==> src/rtl/pipe_ifid_buf.sv <==
// ---------------------------------------------------------------------------
// pipe_ifid_buf
//   IF/ID stage buffer: a 2-entry FIFO (skid buffer) between instruction
//   fetch and decode. Fetched {pc4, inst} pairs are queued and the oldest
//   entry is presented to decode under a valid/ready handshake. Fetched
//   instructions flagged with f_flush are squashed (never stored) and
//   counted in a saturating debug counter. A kill from a later stage
//   discards all buffered work.
//
// Ports
//   clock       in   single clock, rising edge
//   reset       in   synchronous active-high reset
//   if_valid    in   fetch presents an instruction
//   if_ready    out  buffer can accept (not full, not in reset)
//   pc4         in   PC+4 of fetched instruction
//   inst        in   fetched instruction word
//   f_flush     in   fetched instruction is to be squashed
//   kill        in   redirect: drop buffered and incoming instructions
//   id_valid    out  head entry valid
//   id_ready    in   decode accepts the head this cycle
//   dpc4        out  head PC+4 (0 when empty)
//   dinst       out  head instruction (NOP/0 when empty)
//   count       out  occupancy 0..2
//   squash_cnt  out  saturating count of squashed instructions
// ---------------------------------------------------------------------------
module pipe_ifid_buf #(
    parameter int DEPTH = 2,
    parameter int CNT_W = 16
) (
    input  logic             clock,
    input  logic             reset,
    input  logic             if_valid,
    output logic             if_ready,
    input  logic [31:0]      pc4,
    input  logic [31:0]      inst,
    input  logic             f_flush,
    input  logic             kill,
    output logic             id_valid,
    input  logic             id_ready,
    output logic [31:0]      dpc4,
    output logic [31:0]      dinst,
    output logic [1:0]       count,
    output logic [CNT_W-1:0] squash_cnt
);

    logic [1:0]       count_q, count_d;
    logic             wp_q, wp_d;
    logic             rp_q, rp_d;
    logic [CNT_W-1:0] squash_q, squash_d;

    logic [31:0] pc_q   [DEPTH];
    logic [31:0] inst_q [DEPTH];

    logic accept;
    logic push;
    logic squash;
    logic pop;
    logic not_empty;

    // Full blocks acceptance even when a pop happens in the same cycle:
    // there is no bypass path at full.
    assign if_ready  = (count_q != 2'd2) && !reset;
    assign not_empty = (count_q != 2'd0) && !reset;
    assign id_valid  = not_empty;

    assign accept = if_valid && if_ready && !kill;
    assign push   = accept && !f_flush;
    assign squash = accept && f_flush;
    assign pop    = id_valid && id_ready && !kill;

    // Head is a combinational select of the read pointer, forced to zero
    // (a NOP) when nothing is buffered.
    assign dpc4       = not_empty ? pc_q[rp_q]   : 32'h0;
    assign dinst      = not_empty ? inst_q[rp_q] : 32'h0;
    assign count      = count_q;
    assign squash_cnt = squash_q;

    always_comb begin
        count_d  = count_q;
        wp_d     = wp_q;
        rp_d     = rp_q;
        squash_d = squash_q;
        if (kill) begin
            count_d = 2'd0;
            wp_d    = 1'b0;
            rp_d    = 1'b0;
        end else begin
            if (push) begin
                wp_d = ~wp_q;
            end
            if (pop) begin
                rp_d = ~rp_q;
            end
            if (push && !pop) begin
                count_d = count_q + 2'd1;
            end else if (pop && !push) begin
                count_d = count_q - 2'd1;
            end
            if (squash && (squash_q != {CNT_W{1'b1}})) begin
                squash_d = squash_q + 1'b1;
            end
        end
    end

    always_ff @(posedge clock) begin
        if (reset) begin
            count_q  <= 2'd0;
            wp_q     <= 1'b0;
            rp_q     <= 1'b0;
            squash_q <= '0;
        end else begin
            count_q  <= count_d;
            wp_q     <= wp_d;
            rp_q     <= rp_d;
            squash_q <= squash_d;
        end
    end

    // One register pair per entry; only the entry under the write pointer
    // is loaded on a push.
    generate
        for (genvar gi = 0; gi < DEPTH; gi++) begin : g_entry
            localparam logic IDX = 1'(gi);
            always_ff @(posedge clock) begin
                if (reset) begin
                    pc_q[gi]   <= 32'h0;
                    inst_q[gi] <= 32'h0;
                end else if (push && (wp_q == IDX)) begin
                    pc_q[gi]   <= pc4;
                    inst_q[gi] <= inst;
                end
            end
        end
    endgenerate

endmodule

==> config.mk <==
export PLATFORM = sky130hd
export DESIGN_NAME = pipe_ifid_buf
export DESIGN_NICKNAME = d
export VERILOG_FILES = /design/src/rtl/pipe_ifid_buf.sv
export SDC_FILE = /design/constraint.sdc
export NUM_CORES = 1
export LEC_CHECK = 0
export ABC_AREA = 0
export CORE_MARGIN = 8
export CORE_UTILIZATION = 45
export DETAILED_ROUTE_END_ITERATION = 10
export PLACE_DENSITY = 0.73
export SLEW_MARGIN = 30
export SYNTH_ARGS = -nofsm -noshare
export SYNTH_HDL_FRONTEND = slang
export SYNTH_SLANG_ARGS = --single-unit
==> constraint.sdc <==
create_clock -name clock -period 6 [get_ports clock]
set_clock_uncertainty 0.2 [all_clocks]
set_input_delay 1.2 -clock clock [delete_from_list [all_inputs] [get_ports clock]]
set_output_delay 1.2 -clock clock [all_outputs]
set_load 0.03 [all_outputs]
# ---- Word-level counts from Yosys, hierarchy flattened
# Memories as Yosys holds them, arrays and structs flattened. A register that Yosys moved wholly into a read port is not among the register bits.
# Cells that the tools add are included.
dict set report totals {
  memories 2
  wordCells 60
  input_bits 70
  ramBits 128
  out_inout_bits 84
  reg_bits 20
}
# name depth word_bits read_ports rd_clocked_by_memory_dff write_ports line_no
set memory_table {}
lappend memory_table {inst_q 2 32 1 1 2 52} ;# logic [31:0] inst_q [DEPTH];
lappend memory_table {pc_q 2 32 1 1 2 51} ;# logic [31:0] pc_q [DEPTH];
dict set report op_classes {
  n_eq_ne 2
  reduce_logical 22
  n_bitwise 7
  n_addsub 3
  mux 20
}
# op count
set op_table {}
lappend op_table {{$mux W32} 6}
lappend op_table {{$add A16 B1 Y16 const B} 1}
lappend op_table {{$ne A16 B16 Y1 const B} 1}
lappend op_table {{$logic_and A1 B1 Y1} 13}
lappend op_table {{$mux W1} 12}
lappend op_table {{$logic_not A1 Y1} 5}
lappend op_table {{$mux W2} 2}
lappend op_table {{$or A1 B1 Y1} 4}
lappend op_table {{$reduce_bool A2 Y1} 2}
lappend op_table {{$not A1 Y1} 3}
lappend op_table {{$add A2 B1 Y2 const B} 1}
lappend op_table {{$ne A2 B2 Y1 const B} 1}
lappend op_table {{$reduce_and A2 Y1} 1}
lappend op_table {{$reduce_or A2 Y1} 1}
lappend op_table {{$sub A2 B1 Y2 const B} 1}

# ---- Longest topological paths before layout
# Gate-level depths: netlist of the first run.
dict set report depth {
  word_depth 10
  depth_mapped 9
  ltp_nobuf 7
}

# ---- Worst setup path before layout of the first run
# Ideal clock, no wire load.
dict set report synth_timing {
  path_kind {input to register}
  start {input reset}
  end {memory inst_q[1][0], enable pin}
  arrival_ps 3307
  setup_time_ps 421
  path_buffers 3
  stages 5
  slack_ps 2072
  t_required_ps 5379
  cell_sequence {buf_6 > and4b_4 > buf_4 > buf_2 > a21o_1}
}
# element line_no
set synth_rtl {}
lappend synth_rtl {{start: declaration} 31} ;# input logic reset,
lappend synth_rtl {{end: declaration} 52}

# ---- Worst setup path after layout of the first run
dict set report layout_timing {
  start {input reset}
  end {output dinst[2]}
}
dict set report layout_between {
  elab_chain_len 3
}
# element line_no
set layout_lines {}
lappend layout_lines {{$logic_not A1 Y1} 63} ;# assign not_empty = (count_q != 2'd0) && !reset;
lappend layout_lines {{$logic_and A1 B1 Y1} 63}
lappend layout_lines {{$mux W32} 74} ;# assign dinst = not_empty ? inst_q[rp_q] : 32'h0;
lappend layout_lines {{end: declaration} 41} ;# output logic [31:0] dinst,
# Every way passes these cells.

==> metrics.txt, run 1 <==
1st-iter DRT viols 250; Root Driver clkbuf_16; post-layout instance area between 9000 and 10000 um^2; setup bufs post-CTS 0; crit-path max FO 35; clock latency on the worst-skew pair about 0.42 ns; top post-synthesis cells by count edfxtp_1, nor2_1, and2_1, and3_1, mux2i_1; IO Pins 154; final worst path period share 0.779; layout net count ~760; die width roughly 140 um; TritonCTS clock tree built; drt pass-1 iters 4; Synth Instances about 540; Net Sw Frac 0.200; status finished, final reports clean; fmax about 210 MHz; met1 usage 0.177; Seq/Total Area, Yosys 0.626; GR Util met3 0.0537; Syn Area/Cell 12.5 um^2; Hold Crit Class reg2reg; final setup TNS 0 ns; crit start category primary input; Max Cap Viol 0; layout cells sized above 1 0.0646; Peak supply drop 0.178 mV; GPL Wtd Cong between 0.8 and 0.9; CP endpoint kind output pin; worst-case clock buffer depth 2; Placement Setup Slack 1.31 ns; Clock power frac 0.439; Area Overhead vs Synth 32.6%; NetSw ~0.47 mW; top cells by area, synth edfxtp_1, mux2i_1, dfxtp_1; most frequent cell after synthesis edfxtp_1; Hold Vio Cnt, Final 0; Yosys Warn Count 0; ys async rst share 0; via density per instance around 5.3; DR vias 4652; CTS HTree Levels 4; slowest cell on the critical path clkdlybuf4s50_1; largest net degree at the start of global routing just under 70; Top FF cell, synth edfxtp_1; CTS Hold Bufs 0; die footprint 19300 um^2; unrepaired setup endpoints after global routing no; sequential share of power 0.503; HPWL Detailed slightly above 10 mm; Avg WL per Cell approximately 18 um; Rel. slew slack 0.411; grt met2 use 0.297; Syn Std Cell Area 6810 um^2; critical path cell sequence clkdlybuf4s50_1, o21bai_4, buf_4, nor2_1, clkdlybuf4s50_1; Port Buf Inserts ~150; CP peak stage delay around 0.7 ns; # setup viols final 0; busiest metal layer after global routing met2; Total GRT Usage 0.166; Post-DP Area ~8400 um^2; Netlist cell types 39; Die Ht around 140 um; Core Region 15000 um^2; leak pwr around 3.3 nW; crit path kind in2out; Final WS setup roughly 1.3 ns; clk slew on worst S/H paths approximately 0.060 ns; Power Total between 2 and 2.5 mW; Power Internal ~1.9 mW; Comb pwr share 0.058; drc violations 0; final max-slew violation count 0; Initial Utilization 0.455; Num CTS Buffers 17; ANT cells 0; share of the synthesized area in the top cell type 0.564; first-pass GRT wire length about 25 mm; min cycle time layout 4.68 ns; Worst path most repeated cell clkdlybuf4s50_1; CP required 4.60 ns; CTS Sinks 149; number of enable-type register cells in the synthesized netlist ~130; CTS resizes 0; PwrDens approximately 260 nW/um^2; num rows between 40 and 50; ANT nets after route 0; vias in the first global route 4970; worst-margin pin slew about 0.88 ns; area leader, netlist edfxtp_1; overflow left after global routing 0; FF+latch count, synth roughly 150; post-synth net total approximately 620; initial antenna violation count 0; wirelength, routed 15.9 mm; CP arrival roughly 3.3 ns
## critical path: cells and delay by family
kind,cells,cell delay (ns)
buffers and inverters,3,1.48
AO/OA/AOI/OAI,1,0.40
AND/OR/NAND/NOR,1,0.17
## worst paths after layout
kind	cells past startpoint	to	slack [ns]	startpoint
setup reg to reg	4	inst_q[1][3]	2.74	count[0]
hold / removal	2	squash_cnt[6]	0.32	squash_cnt[6]
hold reg to reg	2	squash_cnt[6]	0.32	squash_cnt[6]
setup / recovery	5	dinst[2]	1.32	reset
## power groups by stage
stage / Combinational [mW] / Clock (mW) / Sequential, mW
finish: 0.136 / 1.03 / 1.18
detailed placement: 0.135 / 0 / 1.20
floorplan: 0.0608 / 0 / 1.20
CTS: 0.136 / 1.05 / 1.18
global route: 0.146 / 1.09 / 1.18
global placement: 0.133 / 0 / 1.20
## per-stage QoR
step / util / std cells / hold WS, ns
finish: 0.603 / 885 / 0.325
global route: 0.603 / 885 / 0.363
CTS: 0.602 / 884 / 0.325
detailed placement: 0.563 / 852 / 0.313
global placement: 0.563 / 852 / 0.305
floorplan: - / 543 / 0.320
## metal layers
layer	vias to the layer above	share of wire	wire [um]
met5	-	0	0
met4	0	0.017	272
met3	23	0.051	809
met2	112	0.53	8380
met1	2289	0.40	6410
li1	2228	-	-
## logic make-up (layout without fill, tap and decap cells)
| group | after synthesis | after routing | synth area share |
|---|---|---|---|
| AO/OA/AOI/OAI | 12 | 12 | 0.0110 |
| XOR/XNOR | 16 | 16 | 0.0206 |
| adder cells (fa/ha/maj) | 2 | 2 | 0.00367 |
| buffers and inverters | 40 | 194 | 0.0314 |
| flip-flops | 149 | 149 | 0.626 |
| multiplexers | 64 | 64 | 0.0941 |
| AND/OR/NAND/NOR | 260 | 260 | 0.213 |
## flip-flops by register name, summed over array words and instances (netlist names), named ones only
register / flops
wp_q: 1
inst_q: 64
pc_q: 64
rp_q: 1
count: 2
squash_cnt: 16
## placed cells by master, fill, tap and decap left out, types with 7 or more instances in the layout
master,netlist,final
and3_1,66,66
clkdlybuf4s50_1,0,153
dfxtp_1,21,19
edfxtp_1,128,128
nor2_1,81,81
and2_1,66,66
mux2i_1,64,64
nor3_1,11,11
nand4_1,7,7
xnor2_1,10,10
nand3_1,8,8
clkbuf_16,0,17
## layout make-up
class	count	area (um^2)
clock buffer	18	429
clock inverter	14	141
fill	1221	5950
inverter	2	7.51
multi-input combinational	354	2350
sequential	149	4270
tap	188	235
timing repair buffer	160	1600
Note: power is estimated with default switching activity, not from simulation.
==> run 2: changes to the inputs <==
--- a/config.mk
+++ b/config.mk
@@ -9,7 +9,7 @@
 export CORE_MARGIN = 8
 export CORE_UTILIZATION = 45
 export DETAILED_ROUTE_END_ITERATION = 10
-export PLACE_DENSITY = 0.73
+export PLACE_DENSITY = 0.76
 export SLEW_MARGIN = 30
 export SYNTH_ARGS = -nofsm -noshare
 export SYNTH_HDL_FRONTEND = slang
==> constraint.sdc (replaced) <==
create_clock -name clock -period 4.17 [get_ports clock]
set_clock_uncertainty 0.2 [all_clocks]
set_input_delay 0.834 -clock clock [delete_from_list [all_inputs] [get_ports clock]]
set_output_delay 0.834 -clock clock [all_outputs]
set_load 0.03 [all_outputs]
==> run 2 against run 1 <==
  * Sequential power is 43% higher
  * Register-to-register slack worse by 1.3 ns
  * Die area stayed put
  * Wire length is 1.6% lower
  * Critical path depth is 1 lower
  * Worst hold slack better by 0.0031 ns
  * Final cell count stayed put
  * Via count is 0.11% lower
  * First-iteration DRC count is 0.40% higher
  * Critical path type unchanged
  * Final area hardly changed
  * Global-route usage is 0.29 points lower
==> metrics.txt, run 2 (synthesis gave the netlist of run 1 again) <==
crit start category primary input; worst-margin pin slew 0.836 ns; delay-heaviest family, CP buffers and inverters; Rel. slew slack 0.441; overflow left after global routing 0; CP endpoint kind output pin; via density per instance 5.25; Port Buf Inserts about 150; layout cells sized above 1 0.118; Peak supply drop 0.241 mV; Total GRT Usage 0.163; final setup TNS 0 ns; first-pass GRT wire length 25.1 mm; Avg WL per Cell between 15 and 20 um; HPWL Detailed slightly above 10 mm; die footprint 19300 um^2; PwrDens between 300 and 400 nW/um^2; Hold Vio Cnt, Final 0; num rows 45; crit-path max FO 35; placed cells 853; post-layout instance area between 9000 and 10000 um^2; drc violations 0; CTS Sinks 149; most frequent cells in the layout edfxtp_1, clkdlybuf4s50_1, nor2_1; Area Overhead vs Synth 32.6%; final worst path period share 0.867; crit path kind in2out; IO Pins ~150; fmax roughly 280 MHz; initial antenna violation count 0; slowest cell on the critical path clkdlybuf4s50_1; wirelength, routed 15.6 mm; layout net count ~760; final max-slew violation count 0; Num CTS Buffers 17; Bufs and invs on worst path 2; ANT cells 0; clk slew on worst S/H paths 0.06 ns; min cycle time layout about 3.6 ns; Post-DP Area 8440 um^2; drt pass-1 iters 4; commonest non-fill, non-tap cell in the layout edfxtp_1; GPL Wtd Cong 0.785; CTS HTree Levels 4; CTS Hold Bufs 0; Max Cap Viol 0; Worst path most repeated cell clkdlybuf4s50_1; Hold Crit Class reg2reg; CP required ~3.1 ns; TritonCTS clock tree built; clock latency on the worst-skew pair slightly above 0.4 ns; Root Driver clkbuf_16; critical path cell sequence clkdlybuf4s50_1, o21bai_4, nor2_1, clkdlybuf4s50_1; setup bufs post-CTS 0; leak pwr 3.39 nW; DR vias around 4600; CP peak stage delay 0.70 ns; # setup viols final 0; CP arrival 2.58 ns; 1st-iter DRT viols 251; vias in the first global route slightly below 5000; ANT nets after route 0; worst-case clock buffer depth 2; final core occ 0.603; largest net degree at the start of global routing slightly below 70; unrepaired setup endpoints after global routing no; die width around 140 um; Core Region 15000 um^2; status finished, final reports clean; Die Ht about 140 um; fin cells between 800 and 900; fillcell total 1223; CTS resizes 0; Initial Utilization 0.455
## run 2: layer usage
layer / up-vias / wire length (um) / track usage
met1: 2265 / 6700 / 0.190
met4: 0 / 132 / 0.0445
met5: - / 0 / 0
met3: 9 / 855 / 0.0520
li1: 2232 / - / -
met2: 141 / 7920 / 0.285
## run 2: stage by stage
| step | power [mW] | hold WS, ns | setup WS [ns] |
|---|---|---|---|
| 2_1_floorplan | 1.81 | 0.320 | 0.608 |
| 3_3_place_gp | 1.92 | 0.301 | 0.619 |
| 3_5_place_dp | 1.92 | 0.311 | 0.526 |
| 4_1_cts | 3.40 | 0.330 | 0.528 |
| 5_1_grt | 3.49 | 0.368 | 0.460 |
| 6_report | 3.38 | 0.328 | 0.556 |
## run 2: final timing paths
kind              depth (start not counted)  slack (ns)           start              to
setup / recovery                          4        0.56           reset        dpc4[29]
setup reg to reg                          9        1.42        count[0]        count[1]
hold / removal                            1        0.33  squash_cnt[15]  squash_cnt[15]
hold reg to reg                           1        0.33  squash_cnt[15]  squash_cnt[15]
## run 2: final cells by class
type                    count  area [um^2]  share of cell area
inverters                   2         7.51            0.000832
flip-flops and latches    149         4270               0.473
multi-input cells         354         2350               0.261
clock buffers              19          433              0.0480
clock inverters            12          138              0.0152
repair buffers            161         1590               0.176
well taps                 188          235              0.0261
## run 2: power breakdown
group          total [mW]  internal, mW  leakage [nW]  switching (mW)
combinational       0.198        0.0998          1.63          0.0979
clock                1.49         0.927         0.279           0.559
sequential           1.69          1.67          1.48          0.0199
